--- config.mk ---
export PLATFORM = sky130hd
export DESIGN_NAME = muldiv_unit
export DESIGN_NICKNAME = d
export VERILOG_FILES = /design/src/rtl/muldiv_unit_pkg.sv /design/src/rtl/muldiv_unit_signfix.sv /design/src/rtl/muldiv_unit.sv
export SDC_FILE = /design/constraint.sdc
export NUM_CORES = 1
export LEC_CHECK = 0
export ABC_AREA = 0
export BUFFER_PORTS_ARGS = -buffer_cell sky130_fd_sc_hd__buf_2
export CAP_MARGIN = 5
export CORE_MARGIN = 1.5
export CORE_UTILIZATION = 50
export DETAILED_ROUTE_END_ITERATION = 8
export PLACE_DENSITY = 0.68
export SYNTH_ARGS = -nofsm -noshare
export SYNTH_HDL_FRONTEND = slang
export SYNTH_SLANG_ARGS = --single-unit
--- constraint.sdc ---
create_clock -name clk -period 6.6 [get_ports clk]
set_input_delay 0 -clock clk [delete_from_list [all_inputs] [get_ports clk]]
set_output_delay 0 -clock clk [all_outputs]
set_load 0.02 [all_outputs]
--- src/rtl/muldiv_unit_pkg.sv ---
// -----------------------------------------------------------------------------
// muldiv_unit_pkg
//   Shared definitions for the iterative RV32M multiply/divide unit:
//   operand width, iteration counter width, funct3 operation codes, FSM state
//   encodings and small decode helpers used by muldiv_unit.
// -----------------------------------------------------------------------------
package muldiv_unit_pkg;

    // Operand/result width; the unit performs exactly MD_N iterations.
    localparam int MD_N  = 32;
    localparam int MD_CW = $clog2(MD_N);

    // funct3 encodings of the M extension.
    typedef enum logic [2:0] {
        MD_MUL    = 3'b000,
        MD_MULH   = 3'b001,
        MD_MULHSU = 3'b010,
        MD_MULHU  = 3'b011,
        MD_DIV    = 3'b100,
        MD_DIVU   = 3'b101,
        MD_REM    = 3'b110,
        MD_REMU   = 3'b111
    } md_op_e;

    typedef enum logic [1:0] {
        ST_IDLE = 2'd0,
        ST_RUN  = 2'd1,
        ST_FIN  = 2'd2
    } md_state_e;

    function automatic logic op_is_div(input md_op_e op);
        return op inside {MD_DIV, MD_DIVU, MD_REM, MD_REMU};
    endfunction

    function automatic logic op_is_rem(input md_op_e op);
        return op inside {MD_REM, MD_REMU};
    endfunction

    // rs1 is treated as signed by everything except MULHU and the unsigned divides.
    function automatic logic a_is_signed(input md_op_e op);
        return op inside {MD_MUL, MD_MULH, MD_MULHSU, MD_DIV, MD_REM};
    endfunction

    // rs2 is signed only for MUL/MULH and the signed divides (MULHSU treats it unsigned).
    function automatic logic b_is_signed(input md_op_e op);
        return op inside {MD_MUL, MD_MULH, MD_DIV, MD_REM};
    endfunction

endpackage : muldiv_unit_pkg

--- src/rtl/muldiv_unit_signfix.sv ---
// -----------------------------------------------------------------------------
// muldiv_unit_signfix
//   Combinational conditional two's-complement negation. Used on the inputs to
//   turn signed operands into magnitudes, and on the raw product / quotient /
//   remainder to restore the sign of the final result.
//
//   Ports:
//     val_i  [W-1:0]  value to condition
//     neg_i           1 = negate, 0 = pass through
//     val_o  [W-1:0]  neg_i ? -val_i : val_i
// -----------------------------------------------------------------------------
module muldiv_unit_signfix #(
    parameter int W = 32
) (
    input  logic [W-1:0] val_i,
    input  logic         neg_i,
    output logic [W-1:0] val_o
);

    assign val_o = neg_i ? (~val_i + W'(1)) : val_i;

endmodule : muldiv_unit_signfix

--- src/rtl/muldiv_unit.sv ---
// -----------------------------------------------------------------------------
// muldiv_unit
//   Iterative RV32M multiply/divide unit sitting beside the ALU in EX.
//   A request accepted in IDLE runs MD_N shift-add (multiply) or restoring
//   (divide) iterations on operand magnitudes, then spends one FIN cycle with
//   done high and the sign-corrected result on the output. Latency is a fixed
//   MD_N+1 cycles for every op, special cases included.
//
//   Ports:
//     clk     rising-edge clock
//     rst     asynchronous, active-high reset
//     start   request, sampled only in IDLE
//     kill    flush; aborts any operation, no done pulse, result untouched
//     op      funct3 operation code (md_op_e)
//     a, b    rs1 / rs2 operands, latched when start is accepted
//     busy    high whenever the FSM is not IDLE
//     done    one-cycle pulse in FIN, when result is valid
//     result  final value; holds until the next operation completes or rst
// -----------------------------------------------------------------------------
module muldiv_unit
    import muldiv_unit_pkg::*;
(
    input  logic            clk,
    input  logic            rst,
    input  logic            start,
    input  logic            kill,
    input  logic [2:0]      op,
    input  logic [MD_N-1:0] a,
    input  logic [MD_N-1:0] b,
    output logic            busy,
    output logic            done,
    output logic [MD_N-1:0] result
);

    localparam int N = MD_N;

    // ------------------------------------------------------------------
    // State
    // ------------------------------------------------------------------
    md_state_e          state_q;
    md_op_e             op_q;
    logic [MD_CW-1:0]   count_q;
    // Multiply: {partial product high, multiplier shifting out low}.
    // Divide:   {partial remainder, dividend shifting into quotient}.
    logic [2*N-1:0]     acc_q;
    logic [2*N-1:0]     acc_d;
    // Multiplicand magnitude for multiply, divisor magnitude for divide.
    logic [N-1:0]       opnd_q;
    logic [N-1:0]       a_q;       // original rs1, returned by REM/REMU on b=0
    logic               sa_q;      // rs1 was negative and treated as signed
    logic               sb_q;      // rs2 was negative and treated as signed
    logic               bzero_q;
    logic               done_q;
    logic [N-1:0]       result_q;

    // ------------------------------------------------------------------
    // Operand conditioning at acceptance
    // ------------------------------------------------------------------
    md_op_e       op_in;
    logic         neg_a_in;
    logic         neg_b_in;
    logic [N-1:0] mag_a;
    logic [N-1:0] mag_b;

    assign op_in    = md_op_e'(op);
    assign neg_a_in = a[N-1] & a_is_signed(op_in);
    assign neg_b_in = b[N-1] & b_is_signed(op_in);

    muldiv_unit_signfix #(.W(N)) u_fix_a (
        .val_i (a),
        .neg_i (neg_a_in),
        .val_o (mag_a)
    );

    muldiv_unit_signfix #(.W(N)) u_fix_b (
        .val_i (b),
        .neg_i (neg_b_in),
        .val_o (mag_b)
    );

    // ------------------------------------------------------------------
    // One iteration step
    // ------------------------------------------------------------------
    logic [N:0] mul_sum;
    logic [N:0] div_shift;
    logic [N:0] div_diff;

    // NOTE: every signal written in an always_comb gets a default first,
    // otherwise a missed branch infers a latch.
    always_comb begin
        mul_sum   = {1'b0, acc_q[2*N-1:N]} + (acc_q[0] ? {1'b0, opnd_q} : {(N+1){1'b0}});
        div_shift = {acc_q[2*N-1:N], acc_q[N-1]};
        div_diff  = div_shift - {1'b0, opnd_q};
        // Shift-add: add multiplicand into the high half when the current
        // multiplier bit is set, then shift the whole register right.
        acc_d     = {mul_sum, acc_q[N-1:1]};
        if (op_is_div(op_q)) begin
            // Restoring step: the top bit of the N+1 bit difference is the
            // borrow, i.e. the divisor did not fit.
            if (!div_diff[N]) begin
                acc_d = {div_diff[N-1:0], acc_q[N-2:0], 1'b1};
            end else begin
                acc_d = {div_shift[N-1:0], acc_q[N-2:0], 1'b0};
            end
        end
    end

    // ------------------------------------------------------------------
    // Final sign correction and special cases. Evaluated on the value the
    // last iteration produces so result and done are registered on entry
    // to FIN and are valid throughout the FIN cycle.
    // ------------------------------------------------------------------
    logic [2*N-1:0] fix_in;
    logic           fix_neg;
    logic [2*N-1:0] fix_out;
    logic [N-1:0]   final_result;

    always_comb begin
        fix_in  = acc_d;
        fix_neg = sa_q ^ sb_q;
        if (op_is_rem(op_q)) begin
            // Remainder follows the dividend's sign.
            fix_in  = {{N{1'b0}}, acc_d[2*N-1:N]};
            fix_neg = sa_q;
        end else if (op_is_div(op_q)) begin
            fix_in  = {{N{1'b0}}, acc_d[N-1:0]};
        end
    end

    muldiv_unit_signfix #(.W(2*N)) u_fix_res (
        .val_i (fix_in),
        .neg_i (fix_neg),
        .val_o (fix_out)
    );

    // The signed overflow case (-2^(N-1) / -1) needs no special handling:
    // magnitudes give quotient 2^(N-1) with positive sign and remainder 0,
    // which is exactly the architected answer.
    always_comb begin
        final_result = fix_out[N-1:0];
        unique case (op_q)
            MD_MUL:                       final_result = fix_out[N-1:0];
            MD_MULH, MD_MULHSU, MD_MULHU: final_result = fix_out[2*N-1:N];
            MD_DIV, MD_DIVU:              final_result = bzero_q ? {N{1'b1}} : fix_out[N-1:0];
            MD_REM, MD_REMU:              final_result = bzero_q ? a_q : fix_out[N-1:0];
            default:                      final_result = fix_out[N-1:0];
        endcase
    end

    // ------------------------------------------------------------------
    // FSM with registered outputs
    // ------------------------------------------------------------------
    // NOTE: sequential state uses non-blocking assignments only, so every
    // register samples the pre-edge values of every other register.
    always_ff @(posedge clk or posedge rst) begin
        // NOTE: datapath registers are reset too; the unit is small and a
        // defined post-reset state keeps result and the accumulators clean.
        if (rst) begin
            state_q  <= ST_IDLE;
            op_q     <= MD_MUL;
            count_q  <= '0;
            acc_q    <= '0;
            opnd_q   <= '0;
            a_q      <= '0;
            sa_q     <= 1'b0;
            sb_q     <= 1'b0;
            bzero_q  <= 1'b0;
            done_q   <= 1'b0;
            result_q <= '0;
        end else begin
            done_q <= 1'b0;
            unique case (state_q)
                ST_IDLE: begin
                    if (start && !kill) begin
                        state_q <= ST_RUN;
                        op_q    <= op_in;
                        count_q <= '0;
                        a_q     <= a;
                        sa_q    <= neg_a_in;
                        sb_q    <= neg_b_in;
                        bzero_q <= (b == '0);
                        if (op_is_div(op_in)) begin
                            opnd_q <= mag_b;
                            acc_q  <= {{N{1'b0}}, mag_a};
                        end else begin
                            opnd_q <= mag_a;
                            acc_q  <= {{N{1'b0}}, mag_b};
                        end
                    end
                end
                ST_RUN: begin
                    if (kill) begin
                        state_q <= ST_IDLE;
                    end else begin
                        acc_q   <= acc_d;
                        count_q <= count_q + MD_CW'(1);
                        if (count_q == MD_CW'(N - 1)) begin
                            state_q  <= ST_FIN;
                            result_q <= final_result;
                            done_q   <= 1'b1;
                        end
                    end
                end
                ST_FIN: begin
                    state_q <= ST_IDLE;
                end
                default: begin
                    state_q <= ST_IDLE;
                end
            endcase
        end
    end

    assign busy   = (state_q != ST_IDLE);
    assign done   = done_q;
    assign result = result_q;

endmodule : muldiv_unit

==> results_dict.tcl <==
set metrics [dict create \
    synth-edff-count 0 \
    swShare_pct 55.5 \
    cts_resized 0 \
    r2r_start "acc_q[31]$_DFFE_PP0P_" \
    postPlaceCellArea_um2 18400 \
    synth_cells 2393 \
    grt_overflow_total 0 \
    maxSlewViolCount 0 \
    ys_ff_latch 174 \
    cp.arrival_ps 6310 \
    leakagePower_nw 8.33 \
    synth_nets 2534 \
    root_buffer "clkbuf_16" \
    max_freq_mhz 168 \
    power.internal_mw 3.57 \
    ir_drop_v 0.000217 \
    power_frac_clock_pct 13.5 \
    crit_path_start_kind "flip-flop" \
    rsz0062_at_grt "no" \
    drtPass1Iterations 8 \
    seq_power_share_pct 20.6 \
    ff_latch_area_um2 4360 \
    fin_area_um2 19500 \
    cts_buffers 17 \
    place_congestion 1.03 \
    ant_nets 0 \
    syn_avg_cell_area_um2 7.41 \
    port_buffers 104 \
    r2r_slack_ps 650 \
    clock_sinks 174 \
    hpwl_um 59300 \
    die_y_um 191 \
    grt_max_degree 105 \
    grt_pass1_wl_um 113000 \
    vias_per_cell 6.64 \
    cp_max_fo 20 \
    layout-drive-gt1-share_pct 11.2 \
    p_comb_share_pct 65.9 \
    synth_top_area_share_pct 24.6 \
    cp_slowest_stage_delay_ps 600 \
    powerDensity_nw_per_um2 412 \
    htreeDepth 4 \
    num_rows 68 \
    areaGrowthSynthToFinish_pct 9.70 \
    fin_nets 2592 \
    hp-class "input port to flip-flop" \
    finalNonFillerCells 2920 \
    clk_latency_ps 480 \
    period_minus_slack_ps 5950 \
    yosysTopAreaCell "dfrtp_1" \
    tritoncts "built" \
    io_pins 105 \
    drcViolationCount 0 \
    syn-cell-area_um2 17700 \
    start_util_pct 51.1 \
    die_area_um2 36600 \
    hold_viol 0 \
    setup-violations-final 0 \
    crit_required_ps 6960 \
    routedWlPerCell_um 26.2 \
    wl_um 76600 \
    ys_seq_area_share_pct 24.6 \
    clkTransAtPathRegs_ps 80 \
    antenna_found_initial 3 \
    via_count 19400 \
    yosys_warnings 0 \
    tightestPinTransition_ps 1230 \
    post_cts_buffers 0 \
    fillers 3381 \
    drt-initial-drc-count 2374 \
    core_um2 34700 \
    post-place-cells 2841 \
    synthDistinctLibCells 114 \
    crit_path_top_delay_cell "nor2_1" \
    cp-startpoint "acc_q[31]$_DFFE_PP0P_" \
    synth.most_common_cell "nand2_1" \
    cts.path.max_buffers 2 \
    max-slew-margin-rel_pct 17.9 \
    status "finished, final reports clean" \
    cp_cell_sequence "inv_1, ha_1, inv_1, fa_1, a211oi_2, o211ai_4, and3_1, o21ai_2, a21oi_1, nor2_1, a221oi_1, nor4_4, nand4_4, buf_4, nor3_4, a21oi_1, a31o_1, o41ai_1" \
    p_switching_mw 4.45 \
    cp-end-kind "flip-flop" \
    finalCritPeriodShare_pct 90.2 \
    grt_pass1_vias 17900 \
    crit_type "flip-flop to flip-flop" \
    tns_ps 0 \
    synth_area_leaders "dfrtp_1, nand2_1, a21oi_1, o21ai_0, nor2_1" \
    grt_util_all_layers_pct 41.7 \
    synth-async-reset-ratio_pct 100 \
    die_w_um 191 \
    synth_top_cells_by_count "nand2_1, nor2_1, a21oi_1" \
    multi_input_area_um2 12500 \
    hp-start "b[18]" \
    ys.flop_type "dfrtp_1" \
    maxCapViolations 0 \
    finClkSkew_ps 17.5 \
]
## per-layer routing
layer | share of wire [%] | vias up | GRT usage [%] | routed length [um]
li1 | - | 8800 | - | -
met1 | 41 | 9339 | 55.2 | 31400
met2 | 43 | 1023 | 63.1 | 33100
met3 | 9.0 | 226 | 7.51 | 6900
met4 | 6.8 | 2 | 25.2 | 5220
met5 | 0.017 | - | 0 | 13
## per-stage QoR
step           power, mW  hold WS (ps)  setup WS, ps  utilization, %
3_3_place_gp        6.71           239           956            53.0
6_report            8.01          30.8           646            56.0
5_1_grt             8.37          63.5           382            56.0
4_1_cts             7.82          22.7           821            56.0
2_1_floorplan       5.08          96.3          1880               -
3_5_place_dp        6.71           248           877            53.0
## cell families after synthesis
family                     Yosys count  share of synthesized area (%)
DFF                                174                           24.6
AOI/OAI and AO/OA                  779                           28.4
buffers and inverters              202                           5.35
muxes                               56                           3.36
and+or+nand+nor                    965                           26.0
xor gates and xnor gates           147                           7.26
adders and majority gates           70                           5.02
## layout by cell type (no fill, tap or decap), drive strengths merged, types with 28 or more instances in the layout
| master | instances |
|---|---|
| dfrtp | 174 |
| o211ai | 31 |
| nand3 | 42 |
| xnor2 | 84 |
| o21ai | 225 |
| xor2 | 63 |
| o31ai | 32 |
| and2 | 61 |
| nand2 | 359 |
| inv | 64 |
| a31oi | 37 |
| a211oi | 42 |
| or3 | 33 |
| buf | 137 |
| mux2 | 28 |
| nand4 | 28 |
| mux2i | 28 |
| nor3 | 70 |
| nor2 | 256 |
| ha | 68 |
| a21oi | 219 |
| dlygate4sd3 | 46 |
## worst paths after layout
| kind | cells after the start | end |
|---|---|---|
| max | 18 | result[30]$_DFFE_PP0P_ |
| min | 4 | opnd_q[18]$_DFFE_PP0P_ |
| max reg2reg | 18 | result[30]$_DFFE_PP0P_ |
| min reg2reg | 2 | result[2]$_DFFE_PP0P_ |
| max in group asynchronous | 4 | op_q[2]$_DFFE_PP0P_ |
| min in group asynchronous | 3 | opnd_q[20]$_DFFE_PP0P_ |
## final cells by class
type / instances / share of cell area (%)
multi-input cells: 2017 / 64.1
inverters: 58 / 1.14
clock buffers: 17 / 2.19
repair buffers: 183 / 6.32
diodes: 1 / 0.0129
clock inverters: 15 / 0.907
well taps: 455 / 2.93
flip-flops and latches: 174 / 22.4
## repair_timing
item	in CTS	in global routing
hold buffers	46	0
endpoints found under the hold margin	144	0
endpoints found under the setup margin	0	0
## power by group through the flow
stage / logic, mW / clock network [mW] / registers, mW
floorplan: 3.63 / 0 / 1.45
global placement: 5.07 / 0 / 1.64
detailed placement: 5.06 / 0 / 1.65
CTS: 5.11 / 1.08 / 1.63
global route: 5.59 / 1.12 / 1.66
finish: 5.28 / 1.08 / 1.65
## flip-flops by register name (all words and copies together) (netlist names)
register and cells:
acc_q 64, a_q 32, opnd_q 32, result 32, count_q 5, op_q 3
state_q 2, bzero_q 1, done 1, sa_q 1, sb_q 1
## critical path: cells and delay by family, from the launching register on
family	cells	cell delay, ps
adders and majority gates	2	620
DFF	1	380
and+or+nand+nor	5	2190
AOI/OAI and AO/OA	8	2120
buffers and inverters	3	510
Power figures use the tool's default switching activity.
